**src/rtl/time_set_controller.sv**
```systemverilog
// time_set_controller: pushbutton front end for setting the clock.
// Synchronizes and debounces mode/up/down, steps the field-select FSM and
// produces single-cycle inc/dec strobes with hold auto-repeat plus a blink.
module time_set_controller #(
  parameter int unsigned DEBOUNCE_CYCLES = 1000000,
  parameter int unsigned REPEAT_DELAY    = 25000000,
  parameter int unsigned REPEAT_PERIOD   = 5000000,
  parameter int unsigned BLINK_HALF      = 12500000
) (
  input  logic clk,
  input  logic reset_n,
  input  logic button_mode,
  input  logic button_up,
  input  logic button_down,
  output logic clock_run,
  output logic sel_hours,
  output logic sel_minutes,
  output logic sel_seconds,
  output logic inc_pulse,
  output logic dec_pulse,
  output logic blink
);

  localparam int unsigned MAX_AB = (DEBOUNCE_CYCLES > REPEAT_DELAY) ? DEBOUNCE_CYCLES : REPEAT_DELAY;
  localparam int unsigned MAX_CD = (REPEAT_PERIOD > BLINK_HALF) ? REPEAT_PERIOD : BLINK_HALF;
  localparam int unsigned MAX_P  = (MAX_AB > MAX_CD) ? MAX_AB : MAX_CD;
  // Every counter stops at (limit - 1), so $clog2 of the largest limit is enough.
  localparam int unsigned CW     = (MAX_P > 1) ? $clog2(MAX_P) : 1;
  localparam int unsigned NB     = 3;   // button index: 0 mode, 1 up, 2 down

  typedef enum logic [1:0] {ST_RUN, ST_SET_H, ST_SET_M, ST_SET_S} state_t;

  state_t        state_q, state_d;
  logic [NB-1:0] raw_c, sync1_q, sync2_q, deb_q, deb_prev_q, press_c;
  logic [CW-1:0] deb_cnt_q [NB];
  // Repeat channels: 0 up, 1 down. armed = a press was seen and the hold is still valid.
  logic [1:0]    armed_q, armed_d, phase_q, phase_d, strobe_c;
  logic [CW-1:0] rep_cnt_q [2];
  logic [CW-1:0] rep_cnt_d [2];
  logic [CW-1:0] blink_cnt_q, blink_cnt_d;
  logic          blink_d, clock_run_d, sel_hours_d, sel_minutes_d, sel_seconds_d;

  assign raw_c   = {button_down, button_up, button_mode};
  assign press_c = deb_q & ~deb_prev_q;

  // Two-flop synchronizer for the asynchronous buttons
  always_ff @(posedge clk or negedge reset_n) begin
    if (!reset_n) begin
      sync1_q <= '0;
      sync2_q <= '0;
    end else begin
      sync1_q <= raw_c;
      sync2_q <= sync1_q;
    end
  end

  // Debounce: level follows the synchronized input after DEBOUNCE_CYCLES of disagreement
  always_ff @(posedge clk or negedge reset_n) begin
    if (!reset_n) begin
      deb_q      <= '0;
      deb_prev_q <= '0;
      for (int i = 0; i < NB; i++) deb_cnt_q[i] <= '0;
    end else begin
      deb_prev_q <= deb_q;
      for (int i = 0; i < NB; i++) begin
        if (sync2_q[i] == deb_q[i]) begin
          deb_cnt_q[i] <= '0;
        end else if (deb_cnt_q[i] >= CW'(DEBOUNCE_CYCLES - 1)) begin
          deb_q[i]     <= sync2_q[i];
          deb_cnt_q[i] <= '0;
        end else begin
          deb_cnt_q[i] <= deb_cnt_q[i] + CW'(1);
        end
      end
    end
  end

  // State, repeat, blink and registered outputs
  always_ff @(posedge clk or negedge reset_n) begin
    if (!reset_n) begin
      state_q      <= ST_RUN;
      armed_q      <= '0;
      phase_q      <= '0;
      rep_cnt_q[0] <= '0;
      rep_cnt_q[1] <= '0;
      blink_cnt_q  <= '0;
      clock_run    <= 1'b1;
      sel_hours    <= 1'b0;
      sel_minutes  <= 1'b0;
      sel_seconds  <= 1'b0;
      inc_pulse    <= 1'b0;
      dec_pulse    <= 1'b0;
      blink        <= 1'b1;
    end else begin
      state_q      <= state_d;
      armed_q      <= armed_d;
      phase_q      <= phase_d;
      rep_cnt_q[0] <= rep_cnt_d[0];
      rep_cnt_q[1] <= rep_cnt_d[1];
      blink_cnt_q  <= blink_cnt_d;
      clock_run    <= clock_run_d;
      sel_hours    <= sel_hours_d;
      sel_minutes  <= sel_minutes_d;
      sel_seconds  <= sel_seconds_d;
      inc_pulse    <= strobe_c[0];
      dec_pulse    <= strobe_c[1];
      blink        <= blink_d;
    end
  end

  // Next state, strobe/repeat decisions, blink and output decode
  always_comb begin
    state_d      = state_q;
    armed_d      = armed_q;
    phase_d      = phase_q;
    rep_cnt_d[0] = rep_cnt_q[0];
    rep_cnt_d[1] = rep_cnt_q[1];
    strobe_c     = '0;
    blink_d      = blink;
    blink_cnt_d  = blink_cnt_q;

    if (press_c[0]) begin
      unique case (state_q)
        ST_RUN:   state_d = ST_SET_H;
        ST_SET_H: state_d = ST_SET_M;
        ST_SET_M: state_d = ST_SET_S;
        default:  state_d = ST_RUN;
      endcase
    end

    for (int j = 0; j < 2; j++) begin
      if (state_q == ST_RUN || !deb_q[j+1] || deb_q[2-j]) begin
        // Idle, released, or both buttons down: nothing may repeat
        armed_d[j]   = 1'b0;
        phase_d[j]   = 1'b0;
        rep_cnt_d[j] = '0;
      end else if (press_c[0]) begin
        // A field change never coincides with a strobe; the hold timer restarts
        phase_d[j]   = 1'b0;
        rep_cnt_d[j] = '0;
      end else if (press_c[j+1]) begin
        strobe_c[j]  = 1'b1;
        armed_d[j]   = 1'b1;
        phase_d[j]   = 1'b0;
        rep_cnt_d[j] = '0;
      end else if (armed_q[j]) begin
        if (rep_cnt_q[j] >= (phase_q[j] ? CW'(REPEAT_PERIOD - 1) : CW'(REPEAT_DELAY - 1))) begin
          strobe_c[j]  = 1'b1;
          phase_d[j]   = 1'b1;
          rep_cnt_d[j] = '0;
        end else begin
          rep_cnt_d[j] = rep_cnt_q[j] + CW'(1);
        end
      end
    end

    if (state_d == ST_RUN) begin
      blink_d     = 1'b1;
      blink_cnt_d = '0;
    end else if (state_d != state_q) begin
      blink_d     = 1'b0;
      blink_cnt_d = '0;
    end else if (|strobe_c) begin
      blink_d     = 1'b1;
      blink_cnt_d = '0;
    end else if (blink_cnt_q >= CW'(BLINK_HALF - 1)) begin
      blink_d     = ~blink;
      blink_cnt_d = '0;
    end else begin
      blink_cnt_d = blink_cnt_q + CW'(1);
    end

    clock_run_d   = (state_d == ST_RUN);
    sel_hours_d   = (state_d == ST_SET_H);
    sel_minutes_d = (state_d == ST_SET_M);
    sel_seconds_d = (state_d == ST_SET_S);
  end

endmodule
```
**config.mk**
```make
export PLATFORM = sky130hd
export DESIGN_NAME = time_set_controller
export DESIGN_NICKNAME = d
export VERILOG_FILES = /design/src/rtl/time_set_controller.sv
export SDC_FILE = /design/constraint.sdc
export NUM_CORES = 1
export LEC_CHECK = 0
export CORE_MARGIN = 2
export CORE_UTILIZATION = 68
export CTS_CLUSTER_DIAMETER = 60
export DETAILED_ROUTE_END_ITERATION = 8
export HOLD_SLACK_MARGIN = 0.03
export PLACE_DENSITY = 0.85
export RECOVER_POWER = 25
export SYNTH_ARGS = -nofsm -noshare
export SYNTH_HDL_FRONTEND = slang
export SYNTH_SLANG_ARGS = --single-unit
```
**constraint.sdc**
```tcl
create_clock -name clk -period 6.1 [get_ports clk]
set_input_delay 1.83 -clock clk [delete_from_list [all_inputs] [get_ports clk]]
set_output_delay 1.83 -clock clk [all_outputs]
set_load 0.02 [all_outputs]
```
Yosys cells after proc, flatten, opt, wreduce, memory -nomap -nowiden

Index checks and enable logic that the tools add are counted.

Bits in registers: 175
Bits of input ports: 5
Output and inout port bits: 7
Word-level logic and storage cells: 130

Add/sub/neg operators: 6
$lt $le $gt $ge: 6
Equal/unequal tests: 11
Muxes and demuxes: 54
Bitwise logic cells: 6
Reduce and logical (&&, ||, !) cells: 23

Operators by type and width:

| cell                    | number |
|---|---|
| $mux W25                | 22 |
| $add A25 B1 Y25 const B | 6 |
| $ge A25 B20 Y1 const B  | 3 |
| $ge A25 B25 Y1          | 2 |
| $mux W1                 | 30 |
| $ge A25 B24 Y1 const B  | 1 |
| $reduce_bool A4 Y1      | 5 |
| $reduce_and A2 Y1       | 7 |
| $eq A2 B2 Y1 const B    | 3 |
| $pmux W2 S3             | 1 |
| $eq A2 B1 Y1 const B    | 2 |
| $logic_not A2 Y1        | 2 |
| $logic_or A1 B1 Y1      | 4 |
| $ne A2 B1 Y1 const B    | 2 |
| $not A1 Y1              | 4 |
| $reduce_bool A2 Y1      | 2 |
| $and A3 B3 Y3           | 1 |
| $eq A1 B1 Y1            | 3 |
| $not A3 Y3              | 1 |
| $logic_not A1 Y1        | 2 |
| $mux W2                 | 1 |
| $ne A2 B2 Y1            | 1 |
| $reduce_or A2 Y1        | 1 |

Depth between registers and ports, before layout

Gate-level depths: netlist of the first run.

Depth after elaboration: 11
Mapped depth: 11
Gate-level depth less buffers: 8

Least setup slack after synthesis of the first run

OpenSTA, ideal clock, no wires.

Kind: reg-to-reg
Start: register phase_q[1]
End: register rep_cnt_q[6] in the netlist's numbering
Library setup time: 0.120 ns
Arrival: 2.476 ns
Data required time: 5.980 ns
Setup slack: 3.504 ns
Stages on the path, launching flop included: 10
Path buffers: 2
Period minus slack after synthesis: 2.596 ns
Cells stage by stage: dfrtp_1 ha_1 nand4b_1 or4b_2 a21oi_1 or4_1 buf_2 buf_4 o31ai_1 a31o_2

Longest elaborated chain between the ends: 7

Ends and longest elaborated chain:

| item                   | RTL line | text |
|---|---|---|
| from (decl)            | 37       | `logic [1:0] armed_q, armed_d, phase_q, phase_d, strobe_c;` |
| from (signal assigned) | 97       | `phase_q <= phase_d;` |
| $mux W25               | 147      | `if (rep_cnt_q[j] >= (phase_q[j] ? CW'(REPEAT_PERIOD - 1) : CW'(REPEAT_DELAY - 1))) begin` |
| $ge A25 B25 Y1         | 147      |  |
| $mux W25               | 147      |  |
| $mux W25               | 146      | `end else if (armed_q[j]) begin` |
| $mux W25               | 141      | `end else if (press_c[j+1]) begin` |
| $mux W25               | 137      | `end else if (press_c[0]) begin` |
| $mux W25               | 132      | `if (state_q == ST_RUN \|\| !deb_q[j+1] \|\| deb_q[2-j]) begin` |
| to (decl)              | 38       | `logic [CW-1:0] rep_cnt_q [2];` |

No other way between the ends. The select of a mux whose other input is x is not followed.
A chain may end at the register's enable or synchronous reset.

==> results of run 1 <==
==> synthesized netlist by cell type (all sizes together), types with 13 or more instances <==
library cell  instances  area share
nand2                60       0.025
or3                  15       0.011
ha                   24       0.034
inv                  29       0.012
xor2                 55       0.054
nand3                64       0.036
and3                 25       0.018
a31oi                14      0.0098
a21oi                22       0.012
xnor2                30       0.030
dfrtp               173        0.49
o31ai                13       0.011
nand4                29       0.020
nor3                 22       0.013
o21ai                19       0.011
clkbuf               15      0.0063
nor2                144       0.061
==> metrics by stage <==
step,instances,power [W]
3_5_place_dp,1097,0.001533
3_3_place_gp,1097,0.001516
6_report,1128,0.002665
5_1_grt,1128,0.002762
4_1_cts,1128,0.002680
2_1_floorplan,932,0.001424
==> flip-flops by register name, indices dropped and copies added (netlist names), 2 cells and up <==
signal / cells
armed_q: 2
blink_cnt_q: 25
deb_cnt_q: 75
deb_prev_q: 3
deb_q: 3
phase_q: 2
rep_cnt_q: 50
state_q: 2
sync1_q: 3
sync2_q: 3
==> report_power, final <==
part	total (W)	switching [W]	internal (W)
clock	0.00115	0.000490	0.000659
combinational	0.000283	0.000181	0.000102
sequential	0.00123	0.0000294	0.00120
total	0.00266	0.000701	0.00196
==> kinds of logic after synthesis <==
| kind of cell | share of synthesized area |
|---|---|
| other cells | 0.0004217 |
| fa+ha+maj | 0.03377 |
| simple gates | 0.2467 |
| mux | 0.007176 |
| buf+inv | 0.02392 |
| compound gates | 0.1116 |
| flops | 0.4928 |
| xor+xnor | 0.08372 |
==> worst paths after layout <==
| check | endpoint |
|---|---|
| worst max-delay path | deb_prev_q[0] |
| min in group asynchronous | deb_cnt_q[33] |
| max in group clk | blink |
| worst max register to register | blink_cnt_q[21] |
| worst min-delay path | sync2_q[0] |
| worst min register to register | sync2_q[0] |
==> layout make-up <==
cell class / instances / area, um2
Tap cell: 172 / 215.2
Clock inverter: 14 / 195.2
Fill cell: 826 / 2844
Inverter: 29 / 108.9
Sequential cell: 175 / 4382
Clock buffer: 17 / 425.4
Timing Repair Buffer: 17 / 146.4
Multi-Input combinational cell: 704 / 4354
==> layer usage <==
layer / vias up / GRT usage / wire, um
li1: 3319 / - / -
met1: 3494 / 0.3845 / 8281
met2: 202 / 0.4830 / 9656
met3: 53 / 0.06322 / 819
met4: 0 / 0.1190 / 533
met5: - / 0 / 0
==> results.yml, run 1 <==
final_layout:
  layout_commonest_cell: "dfrtp_1"
  diodes: 0
  most-common-layout-cells: "dfrtp_1, nor2_1, nand3_1"
  postLayoutCellArea_mm2: 0.009827
  drive_gt1_frac: 0.06799
  nets: 973
  area_growth_pct: 10.51
  fin_util: 0.7756
worst_setup_path:
  cp.buffers_inverters: 2
  r2r_slack_ns: 2.71
  crit_path_end_kind: "async pin"
  slowest_stage: "clkbuf_2"
  critPathArrivalTime_ns: 4.45
  cp-start-kind: "primary input"
  critPathRequiredTime_ns: 6.66
  path_cells: "clkbuf_2, buf_4"
  worst-path-stages: 2
  cp_top_family: "buffers and inverters"
  crit_type: "primary input to async pin"
  reg2regPathDepth: 7
  cp_slowest_stage_delay_ns: 1.80
  worst-path-max-fanout: 111
  r2r_start: "phase_q[1]"
  startpoint: "reset_n"
drt:
  routed_wirelength_mm: 19.29
  wire_per_inst_um: 17.10
  final_antenna_net_count: 0
  num_vias: 7068
  vias_per_cell: 6.266
  drc: 0
  drt_iter0_drc: 622
  first_pass_iters: 5
synthesis:
  synth_cells: 917
  synth_ff_type: "dfrtp_1"
  synthArstFlopShare: 1.000
  synth_edf_count: 0
  ys_types: 63
  ys_ff_latch: 175
  syn_area_mm2: 0.008892
  syn_avg_cell_area_um2: 9.697
  yosysWarnings: 0
  yosysSeqAreaShare: 0.4928
cts:
  cts_buffers: 17
  holdBufCountCts: 0
  tritoncts: "built"
  cts_num_sinks: 175
  cts_resized: 0
  path_clk_slew_ns: 0.07
  htreeDepth: 4
  post_cts_buffers: 0
  cts_root_buffer: "clkbuf_16"
  clock_path_buffers: 2
  worstSkewPairLatency_ns: 0.45
sta:
  rsz0062_at_grt: "no"
  period_share: 0.6367
  timing.final.ws_setup_ns: 2.216
  final_hold_viol_count: 0
  timing.hold.ws_ns: 0.3572
  setup_viol: 0
  skew_ns: 0.01280
  period_needed_ns: 3.884
  timing.fmax_mhz: 257.5
  maxSlewViolCount: 112
  max_slew.worst_pin.slew_ns: 2.669
  fin_setup_tns_ns: 0
  max_slew_margin: -0.7794
global_routing:
  grt-ovfl-total: 0
  grt_max_degree: 112
  grt_antenna_before_repair: 0
  track_usage: 0.2949
  grt_pass1_vias: 7064
  grt_pass1_wl_mm: 33.22
floorplanning:
  core_region_area_mm2: 0.01267
  ios: 12
  fp.dieW_um: 118.4
  start_util: 0.7018
  num_rows: 41
  die_area_mm2: 0.01401
  die_h_um: 118.4
place:
  placed_area_mm2: 0.009216
  hpwl_mm: 12.77
  place_ws_ns: 2.793
  gp_congestion: 0.9337
  port_buffers: 11
min_path:
  worstHoldPathType: "flop to flop"
  hold_depth: 0
  hp-start: "sync1_q[0]"
job:
  cap_violations: 1
pwr:
  p_per_area_mw_per_mm2: 271.2
  ir_drop_v: 0.0003385
  p_leak_nw: 4.218
run_status:
  violations: "max-capacitance violations, max-slew violations"
  status: "finished with violations"
No activity file was read; power rests on OpenSTA's default activity.
==> run 2, diff against run 1 <==
Settings changed: CORE_UTILIZATION 68 to 57, PLACE_DENSITY 0.85 to 0.76.
Clock period 6.1 ns to 3.25 ns, I/O delays scaled along.
==> run 2 against run 1 <==
Effect of this change:
- critical endpoint is now rep_cnt_q[17]
- clock power is 68% higher
- sequential share of layout area is 0.11 points lower
- largest power group unchanged
- power increased by 79%
- non-clock buffer count is 9 higher
- largest cell class unchanged
- via count is 4.6% lower
- clock-buffer cell count up 2
- final cell count up 2.1%
- the run now ends clean
- clock skew decreased by 0.0045 ns
- setup slack got worse by 1.9 ns
==> results.yml, run 2 (synthesis gave the netlist of run 1 again) <==
worst_setup_path:
  reg2regPathDepth: 7
  endpoint: "rep_cnt_q[17]"
  slowest_stage: "or4b_2"
  cp_slowest_stage_delay_ns: 0.71
  cp-start-kind: "flop"
  crit_type: "flop to flop"
  worst-path-max-fanout: 16
  crit_path_end_kind: "flop"
  r2r_slack_ns: 0.28
  worst-path-stages: 7
  cp_top_family: "simple AND/OR/NAND/NOR gates"
  path_cells: "ha_1, nand4b_1, or4b_2, a21oi_1, or4_1, o21ai_0, a21o_1"
  critPathArrivalTime_ns: 3.29
  startpoint: "phase_q[1]"
  critPathRequiredTime_ns: 3.58
  r2r_start: "phase_q[1]"
  cp.buffers_inverters: 0
  r2r-end: "rep_cnt_q[17]"
final_layout:
  fillers: 1234
  largest_registers: "deb_cnt_q (75), rep_cnt_q (50), blink_cnt_q (25)"
  fin_cells: 1152
  postLayoutCellArea_mm2: 0.009851
  drive_gt1_frac: 0.07573
  nets: 982
  diodes: 0
  fin_util: 0.6480
  regMostFlops: "deb_cnt_q"
  layout_commonest_cell: "dfrtp_1"
  area_growth_pct: 10.78
  most-common-layout-cells: "dfrtp_1, nor2_1, nand3_1"
  regArea_mm2: 0.004382
  multi_input_area_mm2: 0.004354
  largest_reg_flops: 75
floorplanning:
  ios: 12
  num_rows: 45
  core_region_area_mm2: 0.01520
  start_util: 0.5849
  die_area_mm2: 0.01662
  die_h_um: 128.9
  fp.dieW_um: 128.9
pwr:
  pwr-share-comb: 0.109
  p_clk_frac: 0.404
  p_leak_nw: 4.231
  power.net_switching_w: 0.001237
  p_per_area_mw_per_mm2: 484.5
  p_sw_frac: 0.2591
  p_seq_frac: 0.487
  ir_drop_v: 0.0004171
  p_int_w: 0.003536
cts:
  cts_buffers: 17
  htreeDepth: 4
  clock_path_buffers: 2
  post_cts_buffers: 0
  cts_resized: 0
  cts_num_sinks: 175
  path_clk_slew_ns: 0.07
  holdBufCountCts: 0
  cts_root_buffer: "clkbuf_16"
  worstSkewPairLatency_ns: 0.43
  tritoncts: "built"
global_routing:
  grtUsageMet1: 0.3177
  track_usage: 0.2305
  grt-ovfl-total: 0
  grt_antenna_before_repair: 0
  grt.busiest_layer: "met2"
  grt_max_degree: 63
  gr-usage-met2: 0.3694
  grt_pass1_wl_mm: 30.97
  grt_use_met3: 0.04699
  grt_pass1_vias: 6645
run_status:
  status: "complete, no violations"
job:
  cap_violations: 0
sta:
  final_hold_viol_count: 0
  skew_ns: 0.008309
  fin_setup_tns_ns: 0
  timing.final.ws_setup_ns: 0.2831
  max_slew_margin: 0.1194
  setup_viol: 0
  rsz0062_at_grt: "no"
  timing.fmax_mhz: 337.1
  period_share: 0.9129
  period_needed_ns: 2.967
  maxSlewViolCount: 0
  max_slew.worst_pin.slew_ns: 1.321
min_path:
  worstHoldPathType: "flop to flop"
drt:
  first_pass_iters: 5
  drc: 0
  vias_per_cell: 5.851
  routed_wirelength_mm: 17.47
  final_antenna_net_count: 0
  wire_per_inst_um: 15.17
  drt_iter0_drc: 496
  num_vias: 6740
place:
  placed_area_mm2: 0.009316
  gp_congestion: 0.8369
  dpl.cell_count: 1122
  port_buffers: 11
  hpwl_mm: 11.73
  place_ws_ns: 0.3195
run 2: worst register-to-register path, stage by stage (launching register included):
cell and delay (ns):
dfrtp_1 0.49, ha_1 0.35, nand4b_1 0.11, or4b_2 0.71, a21oi_1 0.31, or4_1 0.50
o21ai_0 0.20, a21o_1 0.21
run 2: how the worst min path moves through the flow:
stage          slack, ns          to  depth (start not counted)        from
3_3_place_gp        0.33  sync2_q[1]                          0  sync1_q[1]
5_1_grt             0.36  sync2_q[2]                          0  sync1_q[2]
6_report            0.35  sync2_q[2]                          0  sync1_q[2]
4_1_cts             0.35  sync2_q[2]                          0  sync1_q[2]
2_1_floorplan       0.33  sync2_q[0]                          0  sync1_q[0]
3_5_place_dp        0.34  sync2_q[2]                          0  sync1_q[2]
run 2: power by group through the flow:
stage	Clock [W]	Combinational, W	Sequential (W)
after floorplan	0	0.000300	0.00237
after global placement	0	0.000517	0.00237
after detailed placement	0	0.000526	0.00237
after CTS	0.00197	0.000527	0.00233
after global routing	0.00207	0.000586	0.00233
final	0.00193	0.000518	0.00232
run 2: layer usage:
metal / up-vias / part of all wire
met3: 30 / 0.029
met1: 3278 / 0.48
met5: - / 0
met4: 0 / 0.019
li1: 3333 / -
met2: 99 / 0.48
run 2: layout make-up:
class                           instances  share of cell area
Clock buffer                           19             0.04496
Clock inverter                         11             0.01118
Inverter                               29             0.01105
Multi-Input combinational cell        704              0.4420
Sequential cell                       175              0.4448
Tap cell                              188             0.02388
Timing Repair Buffer                   26             0.02210
run 2: stage by stage:
step / hold WS [ns] / power (W)
3_3_place_gp: 0.3335 / 0.002882
3_5_place_dp: 0.3363 / 0.002892
6_report: 0.3507 / 0.004773
5_1_grt: 0.3597 / 0.004988
2_1_floorplan: 0.3312 / 0.002673
4_1_cts: 0.3510 / 0.004819
==> run 3, diff against run 2 <==
Settings changed: CORE_UTILIZATION 57 to 63, PLACE_DENSITY 0.76 to 0.8, REMOVE_ABC_BUFFERS set to 1.
Clock period 3.25 ns to 3.1 ns, I/O delays scaled along.
==> run 3 against run 2 <==
Effect of this change:
- the run now ends with max-capacitance violations, max-slew violations left
- highest routed layer unchanged
- fmax grew 3.4%
- wire length shrank 0.18%
- critical path depth is the same
- hold slack is essentially flat
- largest cell class unchanged
- global-route usage grew 2.3 points
- first-iteration DRC count shrank 14%
==> results.yml, run 3 (synthesis gave the netlist of run 1 again) <==
worst_setup_path:
  r2r_start: "phase_q[1]"
  cp-start-kind: "flop"
  r2r-end: "rep_cnt_q[1]"
  critPathRequiredTime_ns: 3.42
  critPathArrivalTime_ns: 3.19
  r2r_slack_ns: 0.23
  reg2regPathDepth: 7
  crit_type: "flop to flop"
  worst-path-max-fanout: 8
  crit_path_end_kind: "flop"
pwr:
  p_int_w: 0.003737
  p_leak_nw: 4.250
  pwr-share-comb: 0.108
  p_seq_frac: 0.473
  p_sw_frac: 0.2731
  power.net_switching_w: 0.001404
  p_clk_frac: 0.419
  ir_drop_v: 0.0005073
  p_per_area_mw_per_mm2: 520.1
place:
  place_ws_ns: 0.1634
  dpl.cell_count: 1111
  port_buffers: 11
  gp_congestion: 0.8434
  hpwl_mm: 11.48
  placed_area_mm2: 0.009296
sta:
  setup_viol: 0
  rsz0062_at_grt: "no"
  skew_ns: 0.01257
  fin_setup_tns_ns: 0
  period_share: 0.9256
  final_hold_viol_count: 0
  max_slew_margin: -0.4354
  period_needed_ns: 2.869
  maxSlewViolCount: 38
  timing.final.ws_setup_ns: 0.2307
  max_slew.worst_pin.slew_ns: 2.153
  timing.fmax_mhz: 348.5
global_routing:
  grt_antenna_before_repair: 0
  gr-usage-met2: 0.4054
  grt.busiest_layer: "met2"
  grt-ovfl-total: 0
  grt_pass1_vias: 6415
  grt_use_met3: 0.05344
  track_usage: 0.2536
  grt_pass1_wl_mm: 30.18
  grtUsageMet1: 0.3477
  grt_max_degree: 60
final_layout:
  nets: 979
  most-common-layout-cells: "dfrtp_1, nor2_1, nand3_1"
  fin_cells: 1143
  diodes: 0
  layout_commonest_cell: "dfrtp_1"
  area_growth_pct: 11.16
  largest_reg_flops: 75
  postLayoutCellArea_mm2: 0.009884
  fin_util: 0.7149
  drive_gt1_frac: 0.07477
  largest_registers: "deb_cnt_q (75), rep_cnt_q (50), blink_cnt_q (25)"
  regMostFlops: "deb_cnt_q"
floorplanning:
  die_h_um: 122.8
  num_rows: 43
  start_util: 0.6431
  core_region_area_mm2: 0.01383
  die_area_mm2: 0.01508
  ios: 12
  fp.dieW_um: 122.8
drt:
  wire_per_inst_um: 15.26
  vias_per_cell: 5.912
  drt_iter0_drc: 425
  drc: 0
  num_vias: 6757
  final_antenna_net_count: 0
  first_pass_iters: 7
  routed_wirelength_mm: 17.44
cts:
  htreeDepth: 4
  worstSkewPairLatency_ns: 0.44
  cts_num_sinks: 175
  cts_buffers: 17
  cts_root_buffer: "clkbuf_16"
  path_clk_slew_ns: 0.07
  holdBufCountCts: 0
  clock_path_buffers: 2
  tritoncts: "built"
run_status:
  status: "finished with violations"
  violations: "max-capacitance violations, max-slew violations"
job:
  cap_violations: 1
min_path:
  worstHoldPathType: "flop to flop"
  hold_depth: 0
  hp-start: "sync1_q[1]"
  min_to: "sync2_q[1]"
-- run 3: cell count changes in the layout (fill, tap and decap cells not counted), moves of 2 or more --
| cell | change |
|---|---|
| inv_6 | +2 |
| inv_8 | +5 |
| buf_4 | -4 |
| clkinv_2 | -2 |
| clkinv_4 | -2 |
-- run 3: final cells by class --
class,instances,area (um2)
Sequential cell,175,4382
Multi-Input combinational cell,704,4364
Timing Repair Buffer,23,210.2
Fill cell,1024,3943
Tap cell,180,225.2
Inverter,29,108.9
Clock inverter,14,165.2
Clock buffer,18,429.2
-- run 3: per-stage QoR --
step / total power, W / hold WS, ns
6_report: 0.005141 / 0.3506
5_1_grt: 0.005349 / 0.3569
4_1_cts: 0.005185 / 0.3540
3_3_place_gp: 0.003018 / 0.3317
2_1_floorplan: 0.002788 / 0.3312
3_5_place_dp: 0.003029 / 0.3363
-- run 3: layer usage --
layer / vias up / wire length [um]
met3: 23 / 598
met1: 3284 / 8119
met4: 0 / 255
met5: - / 0
met2: 121 / 8466
li1: 3329 / -
-- run 3: what timing repair did --
item,4_1_cts,5_1_grt
buffers inserted,0,0
setup endpoints to repair,0,20
gates resized for setup,0,2
-- run 3: worst max-delay path by stage --
| stage | startpoint | endpoint | slack, ns | cells after the start |
|---|---|---|---|---|
| 3_3_place_gp | phase_q[1] | rep_cnt_q[19] | 0.26 | 8 |
| 4_1_cts | phase_q[1] | rep_cnt_q[17] | 0.15 | 7 |
| 2_1_floorplan | state_q[0] | rep_cnt_q[47] | 0.33 | 8 |
| 3_5_place_dp | phase_q[1] | rep_cnt_q[17] | 0.16 | 7 |
| 6_report | phase_q[1] | rep_cnt_q[1] | 0.23 | 7 |
| 5_1_grt | phase_q[1] | blink_cnt_q[19] | 0.04 | 8 |
-- run 3: power groups by stage --
stage	clock, W	sequential (W)	combinational (W)
final	0.00215	0.00243	0.000557
after global routing	0.00229	0.00244	0.000623
after CTS	0.00219	0.00243	0.000562
after detailed placement	0	0.00247	0.000559
after global placement	0	0.00247	0.000546
after floorplan	0	0.00249	0.000296
-- run 3: critical path, cell delays in order, from the launching register on --
cell      delay [ns]
dfrtp_1         0.49
ha_1            0.35
nand4b_1        0.12
or4b_2          0.71
a21oi_1         0.33
or3_1           0.36
nor2_1          0.12
a32o_1          0.28
